[config.mk]
export PLATFORM = sky130hd
export DESIGN_NAME = stmtlocals_acc_pipe
export DESIGN_NICKNAME = d
export VERILOG_FILES = /design/src/rtl/stmtlocals_pkg.sv /design/src/rtl/stmtlocals_lane.sv /design/src/rtl/stmtlocals_acc_pipe.sv
export SDC_FILE = /design/constraint.sdc
export NUM_CORES = 1
export LEC_CHECK = 0
export ABC_CLOCK_PERIOD_IN_PS = 8600
export CAP_MARGIN = 5
export CORE_MARGIN = 1
export CORE_UTILIZATION = 50
export CTS_CLUSTER_SIZE = 10
export DETAILED_ROUTE_END_ITERATION = 8
export GPL_ROUTABILITY_DRIVEN = 0
export PLACE_DENSITY = 0.71
export SLEW_MARGIN = 0
export SYNTH_ARGS = -nofsm -noshare
export SYNTH_HDL_FRONTEND = slang
export SYNTH_SLANG_ARGS = --single-unit
[constraint.sdc]
create_clock -name clk -period 8.6 [get_ports clk]
set_input_delay 0.86 -clock clk [delete_from_list [all_inputs] [get_ports clk]]
set_output_delay 0.86 -clock clk [all_outputs]
set_load 0.02 [all_outputs]
[src/rtl/stmtlocals_pkg.sv]
// Shared types and default sizes for the lane-parallel
// increment/accumulate pipeline.
package stmtlocals_pkg;

    typedef enum logic {
        MODE_INC = 1'b0,
        MODE_ACC = 1'b1
    } mode_e;

    localparam int LANES_DEF  = 4;
    localparam int LANE_W_DEF = 32;

endpackage

[src/rtl/stmtlocals_lane.sv]
// One lane: S1 temporary, S2 result, running accumulator and
// sticky overflow flag. Enables come from the pipeline control.
module stmtlocals_lane
    import stmtlocals_pkg::*;
#(
    parameter int LANE_W = LANE_W_DEF,
    parameter int INC    = 1
) (
    input  logic              clk,
    input  logic              rst_n,
    input  logic              load_i,
    input  logic              xfer_i,
    input  logic              clr_i,
    input  mode_e             mode_i,
    input  logic [LANE_W-1:0] in_i,
    output logic [LANE_W-1:0] out_o,
    output logic              ovf_o
);

    logic [LANE_W:0]   tmp_q, tmp_d;
    logic [LANE_W-1:0] acc_q, acc_d;
    logic [LANE_W-1:0] out_q, out_d;
    logic              ovf_q, ovf_d;

    logic [LANE_W-1:0] acc_base;
    logic              ovf_base;
    logic [LANE_W+1:0] sum;

    always_comb begin
        // clear lands before any same-edge accumulate
        acc_base = clr_i ? '0 : acc_q;
        ovf_base = clr_i ? 1'b0 : ovf_q;
        sum      = {2'b00, acc_base} + {1'b0, tmp_q}
                 + (LANE_W+2)'(INC);

        tmp_d = tmp_q;
        acc_d = acc_base;
        ovf_d = ovf_base;
        out_d = out_q;

        if (load_i) begin
            tmp_d = {1'b0, in_i} + (LANE_W+1)'(INC);
        end

        if (xfer_i) begin
            if (mode_i == MODE_ACC) begin
                acc_d = sum[LANE_W-1:0];
                out_d = sum[LANE_W-1:0];
                ovf_d = ovf_base
                      | (sum[LANE_W+1:LANE_W] != 2'b00);
            end else begin
                out_d = tmp_q[LANE_W-1:0] + (LANE_W)'(INC);
            end
        end
    end

    always_ff @(posedge clk or negedge rst_n) begin
        if (!rst_n) begin
            tmp_q <= '0;
            acc_q <= '0;
            out_q <= '0;
            ovf_q <= 1'b0;
        end else begin
            tmp_q <= tmp_d;
            acc_q <= acc_d;
            out_q <= out_d;
            ovf_q <= ovf_d;
        end
    end

    assign out_o = out_q;
    assign ovf_o = ovf_q;

endmodule

[src/rtl/stmtlocals_acc_pipe.sv]
// Two-stage valid/ready pipeline around LANES independent
// increment/accumulate lanes.
module stmtlocals_acc_pipe
    import stmtlocals_pkg::*;
#(
    parameter int LANES  = LANES_DEF,
    parameter int LANE_W = LANE_W_DEF,
    parameter int INC    = 1
) (
    input  logic                    clk,
    input  logic                    rst_n,
    input  logic                    in_valid,
    output logic                    in_ready,
    input  logic [LANES*LANE_W-1:0] in,
    input  logic                    mode,
    input  logic                    clr,
    output logic                    out_valid,
    input  logic                    out_ready,
    output logic [LANES*LANE_W-1:0] out,
    output logic [LANES-1:0]        ovf
);

    logic  s1_valid_q, s1_valid_d;
    logic  s2_valid_q, s2_valid_d;
    mode_e s1_mode_q, s1_mode_d;

    logic s2_adv;
    logic accept;
    logic xfer;

    assign s2_adv   = !s2_valid_q || out_ready;
    assign in_ready = rst_n && (!s1_valid_q || s2_adv);
    assign accept   = in_valid && in_ready;
    assign xfer     = s1_valid_q && s2_adv;

    always_comb begin
        s1_valid_d = s1_valid_q;
        s2_valid_d = s2_valid_q;
        s1_mode_d  = s1_mode_q;

        if (accept) begin
            s1_valid_d = 1'b1;
            s1_mode_d  = mode_e'(mode);
        end else if (xfer) begin
            s1_valid_d = 1'b0;
        end

        if (xfer) begin
            s2_valid_d = 1'b1;
        end else if (s2_adv) begin
            s2_valid_d = 1'b0;
        end
    end

    always_ff @(posedge clk or negedge rst_n) begin
        if (!rst_n) begin
            s1_valid_q <= 1'b0;
            s2_valid_q <= 1'b0;
            s1_mode_q  <= MODE_INC;
        end else begin
            s1_valid_q <= s1_valid_d;
            s2_valid_q <= s2_valid_d;
            s1_mode_q  <= s1_mode_d;
        end
    end

    assign out_valid = s2_valid_q;

    for (genvar k = 0; k < LANES; k++) begin : g_lane
        stmtlocals_lane #(
            .LANE_W (LANE_W),
            .INC    (INC)
        ) u_lane (
            .clk    (clk),
            .rst_n  (rst_n),
            .load_i (accept),
            .xfer_i (xfer),
            .clr_i  (clr),
            .mode_i (s1_mode_q),
            .in_i   (in[k*LANE_W +: LANE_W]),
            .out_o  (out[k*LANE_W +: LANE_W]),
            .ovf_o  (ovf[k])
        );
    end

endmodule

* Word-level counts from Yosys, hierarchy flattened
Index checks and enable logic that the tools add are counted.
Word-level totals: logic and storage cells 84, bits of input ports 134, flip-flop bits (word level) 395, output and inout port bits 134
Cells by class: add/sub/neg operators 16, muxes and demuxes 32, bitwise operators 4, reduce and logical (&&, ||, !) cells 13
Operators with widths (number):
- $mux W32 | 16
- $add A32 B33 Y34 | 4
- $add A34 B1 Y34 const B | 4
- $add A32 B1 Y33 const B | 4
- $add A32 B1 Y32 const B | 4
- $mux W1 | 16
- $reduce_bool A2 Y1 | 6
- $or A1 B1 Y1 | 4
- $logic_and A1 B1 Y1 | 3
- $logic_not A1 Y1 | 2
- $logic_or A1 B1 Y1 | 2

* Depth between registers and ports, before layout
Gate-level depths: netlist of the first run.
word-level depth 7, gate-level depth with buffers 16, gate-level depth less buffers 14

* By module
From an unflattened synthesis of the first run, not the netlist that was laid out.
Unflattened totals: cell total of the unflattened synthesis 3252, area, all modules 27303.7 um^2
By module, submodules not included:
- stmtlocals_lane (g_lane[1].u_lane ...) | cells an instance 804, times used 3, seq. area each 2452.4 um^2, area each 6734.0 um^2
- stmtlocals_lane (g_lane[0].u_lane) | cells an instance 828, times used 1, seq. area each 2452.4 um^2, area each 6940.4 um^2
- stmtlocals_acc_pipe | cells an instance 12, times used 1, seq. area each 75.1 um^2, area each 161.4 um^2

* Least setup slack after synthesis of the first run
No wires, ideal clock.
kind input to register, start input port clr, end register g_lane[3].u_lane.ovf_q, setup slack 4.680 ns, arrival 3.838 ns, stages on the path 16, setup time 0.082 ns, data required time 8.518 ns, buffers on the path 2, cells stage by stage clkbuf_1 -> inv_1 -> clkbuf_1 -> nand2_1 -> ha_1 -> fa_1 -> nand2b_1 -> a21oi_1 -> a22oi_1 -> a21oi_1 -> nor3_1 -> or4_1 -> a21oi_1 -> o21ai_1 -> xor2_1 -> a31oi_1
Between the ends: cells in the longest elaborated chain, start to end 7, elaborated cells between the ends (all ways) 8, classes of those cells add/sub: 2; mux: 4; bitwise: 1; reduce/logical: 1
RTL lines:
- start, declared | line stmtlocals_acc_pipe.sv:16 | input logic clr,
- $mux W32 | line stmtlocals_lane.sv:31 | acc_base = clr_i ? '0 : acc_q;
- $add A32 B33 Y34 | line stmtlocals_lane.sv:33 | sum = {2'b00, acc_base} + {1'b0, tmp_q}
- $add A34 B1 Y34 | line stmtlocals_lane.sv:34 | + (LANE_W+2)'(INC);
- $reduce_bool A2 Y1 | line stmtlocals_lane.sv:50 | | (sum[LANE_W+1:LANE_W] != 2'b00);
- $or A1 B1 Y1 | line stmtlocals_lane.sv:50
- $mux W1 | line stmtlocals_lane.sv:46 | if (mode_i == MODE_ACC) begin
- $mux W1 * | line stmtlocals_lane.sv:45 | if (xfer_i) begin
- net g_lane[3].u_lane.ovf_d | line stmtlocals_lane.sv:23 | logic ovf_q, ovf_d;
- end signal, assigned | line stmtlocals_lane.sv:67 | ovf_q <= ovf_d;
- end, declared | line stmtlocals_lane.sv:23
Mark *: on every way through the listed nets, which the timed path passes. The rest lies on a longest branch. A chain may end at the register's enable or synchronous reset.

* Worst setup path after layout of the first run
start input port clr, end register g_lane[2].u_lane.out_q[30]
Between the ends: cells in the longest elaborated chain, start to end 4
RTL lines:
- $mux W32 | line stmtlocals_lane.sv:31
- $add A32 B33 Y34 | line stmtlocals_lane.sv:33
- $add A34 B1 Y34 | line stmtlocals_lane.sv:34
- $mux W32 | line stmtlocals_lane.sv:46
- end signal, assigned | line stmtlocals_lane.sv:66 | out_q <= out_d;
- end, declared | line stmtlocals_lane.sv:22 | logic [LANE_W-1:0] out_q, out_d;
No other way between the ends.

==> flow_summary.yaml, run 1 <==
clock_network:
  cts_buffers: 47
  cts.path.max_buffers: 3
  clock_sinks: 395
  ctsRootBufferMaster: "clkbuf_16"
  ctsResizeCount: 0
  clk_latency_ps: 590
  cts.clk_slew.worst_paths_ps: 60
  ctsHtreeMaxLevel: 2
  hold_buffers: 0
  cts_tree: "done"
  cts_setup_buffers: 0
pwr:
  vdd_drop_max_mv: 0.141
  pwr_density_cell_nw_per_um2: 212
  power_uw: 6600
  p_leak_uw: 0.0141
timing:
  hold_viol_final: 0
  max_slew.worst_pin.slew_ps: 1190
  fin_ws_ps: 4410
  fin_setup_tns_ps: 0
  slew_viol_final: 0
  setup_viol: 0
  slew_headroom_pct: 20.6
  fmax_mhz: 239
  period_share_pct: 48.7
  rsz0062_at_grt: "no"
  fin_crit_ps: 4190
  fin_worst_skew_ps: 25.9
logic_synthesis:
  syn_inst: 3169
  ys_seq_area_share_pct: 37.0
  syn_area_um2: 26700
  syn-num-nets: 3443
  synth_ff_type: "dfrtp_1"
  async_flop_share_pct: 100
  synth_edf_count: 0
  syn_avg_cell_area_um2: 8.42
  ys_warn_count: 0
  ys_ff_latch: 395
  synth_cell_type_count: 79
drt:
  drt_wl_total_um: 70700
  vias: 23300
  via_per_inst: 5.72
  initialDrtViolationCount: 1328
  drt_pass1_iterations: 5
  post_drt_wl_per_cell_um: 17.4
  drc: 0
  antenna_left: 0
global_routing:
  antenna_found_initial: 1
  grt_pass1_wl_um: 116000
  grt_pass1_vias: 22900
  grt_overflow: 0
  grt_max_degree: 175
  gr-usage-all-layers_pct: 26.2
worst_setup_path:
  cp-end-kind: "register"
  arrival_ps: 4660
  start_kind: "input pin"
  path_max_fanout: 60
  reg2regPathDepth: 5
  worstSetupPathType: "input pin to register"
  required_ps: 9070
layout:
  area_delta_synth_final_pct: 17.0
  final_cell_area_um2: 31200
  drive_gt1_share_pct: 4.17
  antenna-diode-count: 0
  nets: 3637
  multiInputGateArea_um2: 16100
  layout_commonest_cell: "nand2_1"
  nFillCells: 4632
  final_cell_mix: "498 x nand2_1, 394 x dfrtp_1, 325 x o21ai_0, 265 x clkdlybuf4s50_1, 231 x nor2_1"
  final-seq-area_um2: 9890
  finalNonFillerCells: 4068
placed_design:
  pre_cts_slack_ps: 3850
  placed_cell_area_um2: 29800
  io_buffers: 267
  place_inst: 4002
  hpwl_um: 50300
die:
  num_rows: 84
  die-area_um2: 54300
  pin_count: 268
  core-area_um2: 52700
  die_h_um: 233
  start_util_pct: 50.7
  dieWidth_um: 233
min_path:
  holdCritPathClass: "input pin to asynchronous set/reset pin"
flow_run:
  cap_violations: 0
outcome:
  outcome: "finished clean"
## sequential cells by signal, summed over array words and instances, names as in the netlist
| signal | count |
|---|---|
| s1_valid_q | 1 |
| s1_mode_q | 1 |
| out_valid | 1 |
| g_lane.u_lane.acc_q | 128 |
| g_lane.u_lane.ovf_o | 4 |
| g_lane.u_lane.out_o | 128 |
| g_lane.u_lane.tmp_q | 132 |
## area by class of cell
type                            instances  share of cell area (%)
Multi-Input combinational cell       2589                    51.6
Sequential cell                       395                    31.7
Timing Repair Buffer                  284                    9.02
Clock buffer                           62                    4.18
Tap cell                              688                    2.76
Inverter                               46                   0.557
Clock inverter                          4                   0.192
## Yosys cell counts (12+ instances only)
| cell type | number | area, um^2 |
|---|---|---|
| nand2_1 | 501 | 1880 |
| dfrtp_1 | 395 | 9880 |
| o21ai_0 | 325 | 1630 |
| nor2_1 | 233 | 875 |
| xnor2_1 | 179 | 1570 |
| a21oi_1 | 176 | 881 |
| xor2_1 | 160 | 1400 |
| nor2b_1 | 139 | 870 |
| ha_1 | 136 | 1700 |
| clkbuf_1 | 122 | 458 |
| a21o_1 | 106 | 796 |
| nand3_1 | 105 | 526 |
| and3_1 | 67 | 419 |
| nand4_1 | 49 | 307 |
| inv_1 | 46 | 173 |
| o21ai_1 | 46 | 230 |
| mux2_2 | 33 | 372 |
| nor3_1 | 33 | 165 |
| nand2b_1 | 30 | 188 |
| o21a_1 | 22 | 165 |
| a211oi_1 | 19 | 143 |
| and4_1 | 19 | 166 |
| a31oi_1 | 18 | 113 |
| and2_1 | 18 | 113 |
| a221o_1 | 15 | 150 |
| or3_1 | 14 | 87.6 |
| a22oi_1 | 12 | 90.1 |
| o211ai_1 | 12 | 90.1 |
| o21bai_1 | 12 | 90.1 |
## cells by family after synthesis
group | share of synthesized area [%]
simple gates | 21.7
compound gates | 19.0
flops | 37.0
xor+xnor | 11.1
buf+inv | 2.71
fa+ha+maj | 6.68
mux | 1.69
## layer usage
layer,up-vias,track usage [%],routed length [um]
met1,11100,35.9,32600
li1,11400,-,-
met5,-,0,13
met3,111,3.63,3540
met2,557,43.3,32900
met4,2,7.21,1600
## report_power, final
| group | switching (uW) | internal, uW |
|---|---|---|
| logic | 1230 | 964 |
| registers | 337 | 2220 |
| clock network | 773 | 1070 |
| total | 2340 | 4260 |
## critical path: stages
cell and delay [ps]:
buf_4 260, buf_4 640, nor2b_1 180, ha_1 460, nand4_1 200, nor4_1 320
nand3_1 110, o21ai_1 270, o221ai_1 300, o41ai_2 420, mux2i_1 250, o21ai_1 90
o211ai_1 140, nand2_1 80
## worst paths after layout
check                                                  startpoint                                endpoint  slack (ps)
setup / recovery                                              clr  g_lane[2].u_lane.out_o[30]$_DFFE_PN0P_        4410
min in group clk           g_lane[2].u_lane.out_o[15]$_DFFE_PN0P_  g_lane[2].u_lane.out_o[15]$_DFFE_PN0P_         470
hold / removal                                              rst_n  g_lane[3].u_lane.out_o[13]$_DFFE_PN0P_         240
max in group asynchronous                                   rst_n   g_lane[0].u_lane.out_o[9]$_DFFE_PN0P_        6110
hold reg to reg            g_lane[2].u_lane.out_o[15]$_DFFE_PN0P_  g_lane[2].u_lane.out_o[15]$_DFFE_PN0P_         470
setup reg to reg                            s1_mode_q$_DFFE_PN0P_  g_lane[2].u_lane.out_o[28]$_DFFE_PN0P_        5200
## metrics by stage
| step | hold WS [ps] | utilization, % |
|---|---|---|
| floorplan | 456 | - |
| global placement | 457 | 56.7 |
| detailed placement | 459 | 56.7 |
| CTS | 251 | 59.3 |
| global route | 287 | 59.3 |
| finish | 237 | 59.3 |
No activity file was read; power rests on OpenSTA's default activity.
==> run 2, diff against run 1 <==
ABC_CLOCK_PERIOD_IN_PS = 3700   (was 8600)
PLACE_DENSITY = 0.74   (was 0.71)
clock period = 3.7 ns   (was 8.6 ns; I/O delays follow)
==> run 2 against run 1 <==
Effect of this change: combinational power is 140% higher; clock power is 140% higher; critical path depth is 1 lower; setup slack worse by 4100 ps; critical path type is now register to register; largest power group unchanged.
==> flow_summary.yaml, run 2 (synthesis gave the netlist of run 1 again) <==
worst_setup_path:
  cp_slowest_cell: "dfrtp_1"
  required_ps: 4180
  cp_cell_sequence: "inv_1 -> ha_1 -> fa_1 -> nor2b_1 -> o2111ai_1 -> and3_1 -> o21ai_1 -> o221ai_1 -> o41ai_2 -> mux2i_1 -> o21ai_1 -> o211ai_1 -> nand2_1"
  start_kind: "register"
  regToRegEndpoint: "g_lane[2].u_lane.out_o[30]$_DFFE_PN0P_"
  arrival_ps: 3850
  reg2reg_from: "g_lane[2].u_lane.tmp_q[0]$_DFFE_PN0P_"
  critPathMostFrequentCell: "o21ai_1"
  reg2regPathDepth: 13
  cp-end-kind: "register"
  ff2ff_setup_slack_ps: 330
  worstSetupPathType: "register to register"
  crit_family: "compound AO/OA/AOI/OAI gates"
  crit_buf_inv: 1
  path_max_fanout: 5
  critPathMaxStageDelay_ps: 480
die:
  num_rows: 84
  dieWidth_um: 233
  core-area_um2: 52700
  die-area_um2: 54300
  die_h_um: 233
  pin_count: 268
  start_util_pct: 50.7
layout:
  final_cell_mix: "498 x nand2_1, 394 x dfrtp_1, 325 x o21ai_0, 265 x clkdlybuf4s50_1, 231 x nor2_1"
  drive_gt1_share_pct: 5.59
  area_delta_synth_final_pct: 19.1
  final-seq-area_um2: 9890
  nFillCells: 4524
  finalNonFillerCells: 4121
  multiInputGateArea_um2: 16100
  nets: 3688
  largest_reg_flops: 132
  antenna-diode-count: 0
  layout_commonest_cell: "nand2_1"
  utilization_pct: 60.3
  largest-register: "g_lane.u_lane.tmp_q"
pwr:
  p_leak_uw: 0.0144
  vdd_drop_max_mv: 0.308
  pwr_density_cell_nw_per_um2: 490
clock_network:
  clock_sinks: 395
  clk_latency_ps: 590
  hold_buffers: 1
  cts_buffers: 48
  cts.clk_slew.worst_paths_ps: 60
  cts_tree: "done"
  cts.path.max_buffers: 3
  ctsRootBufferMaster: "clkbuf_16"
  ctsHtreeMaxLevel: 2
  ctsResizeCount: 0
  cts_setup_buffers: 0
global_routing:
  antenna_found_initial: 0
  grt_max_degree: 131
  gr-usage-all-layers_pct: 26.8
  grt_pass1_wl_um: 118000
  grt_pass1_vias: 23500
  grt_overflow: 0
timing:
  period_share_pct: 91.1
  setup_viol: 0
  slew_viol_final: 0
  rsz0062_at_grt: "no"
  fin_setup_tns_ps: 0
  max_slew.worst_pin.slew_ps: 910
  slew_headroom_pct: 39.3
  fin_worst_skew_ps: 30.7
  fin_crit_ps: 3370
  hold_viol_final: 0
  fmax_mhz: 297
min_path:
  holdCritPathClass: "input pin to register"
  worstHoldStart: "clr"
  min_path_cells: 4
  whs_endpoint: "g_lane[0].u_lane.acc_q[0]$_DFF_PN0_"
outcome:
  outcome: "finished clean"
drt:
  drt_wl_total_um: 72600
  antenna_left: 0
  drt_pass1_iterations: 5
  vias: 23700
  via_per_inst: 5.75
  drc: 0
  initialDrtViolationCount: 1640
  post_drt_wl_per_cell_um: 17.6
placed_design:
  place_inst: 4051
  hpwl_um: 52900
  io_buffers: 267
flow_run:
  cap_violations: 0
## run 2: power by group
group	internal [uW]	switching, uW
clock	2580	1810
sequential	5160	783
combinational	2320	2930
## run 2: layout make-up
class,count,share of cell area (%)
sequential,395,31.1
clock buffer,62,4.11
multi-input combinational,2589,50.7
tap,688,2.71
clock inverter,7,0.299
inverter,46,0.548
timing repair buffer,334,10.5
## run 2: per-layer routing
metal / vias to the layer above / part of all wire [%] / global-route usage (%)
met1: 11300 / 45 / 35.3
met4: 0 / 2.4 / 7.72
li1: 11600 / - / -
met2: 651 / 48 / 45.4
met5: - / 0 / 0
met3: 139 / 5.5 / 4.17
## run 2: worst max path at each step
stage,startpoint,end,slack [ps],cells after the start
after global routing,g_lane[2].u_lane.tmp_q[0]$_DFFE_PN0P_,g_lane[2].u_lane.out_o[30]$_DFFE_PN0P_,140,13
after detailed placement,clr,g_lane[2].u_lane.out_o[30]$_DFFE_PN0P_,90,16
after CTS,g_lane[2].u_lane.tmp_q[0]$_DFFE_PN0P_,g_lane[2].u_lane.out_o[30]$_DFFE_PN0P_,360,13
after global placement,clr,g_lane[2].u_lane.out_o[30]$_DFFE_PN0P_,160,16
after floorplan,clr,g_lane[3].u_lane.ovf_o$_DFF_PN0_,270,16
final,g_lane[2].u_lane.tmp_q[0]$_DFFE_PN0P_,g_lane[2].u_lane.out_o[30]$_DFFE_PN0P_,330,13
## run 2: stage by stage
stage                     total power, uW  hold slack [ps]  cell area, um^2  setup WS, ps
after floorplan                      8910             74.4            26700           271
after global placement              11100              284            30400           159
after detailed placement            11200              302            30400          94.5
after CTS                           15700              180            31800           359
after global routing                16400              228            31800           139
final                               15600              209            31800           330
## run 2: tightest hold or removal path: stages
cell and delay [ps]:
buf_4 120, inv_1 80, nand2_1 90, mux2i_1 70
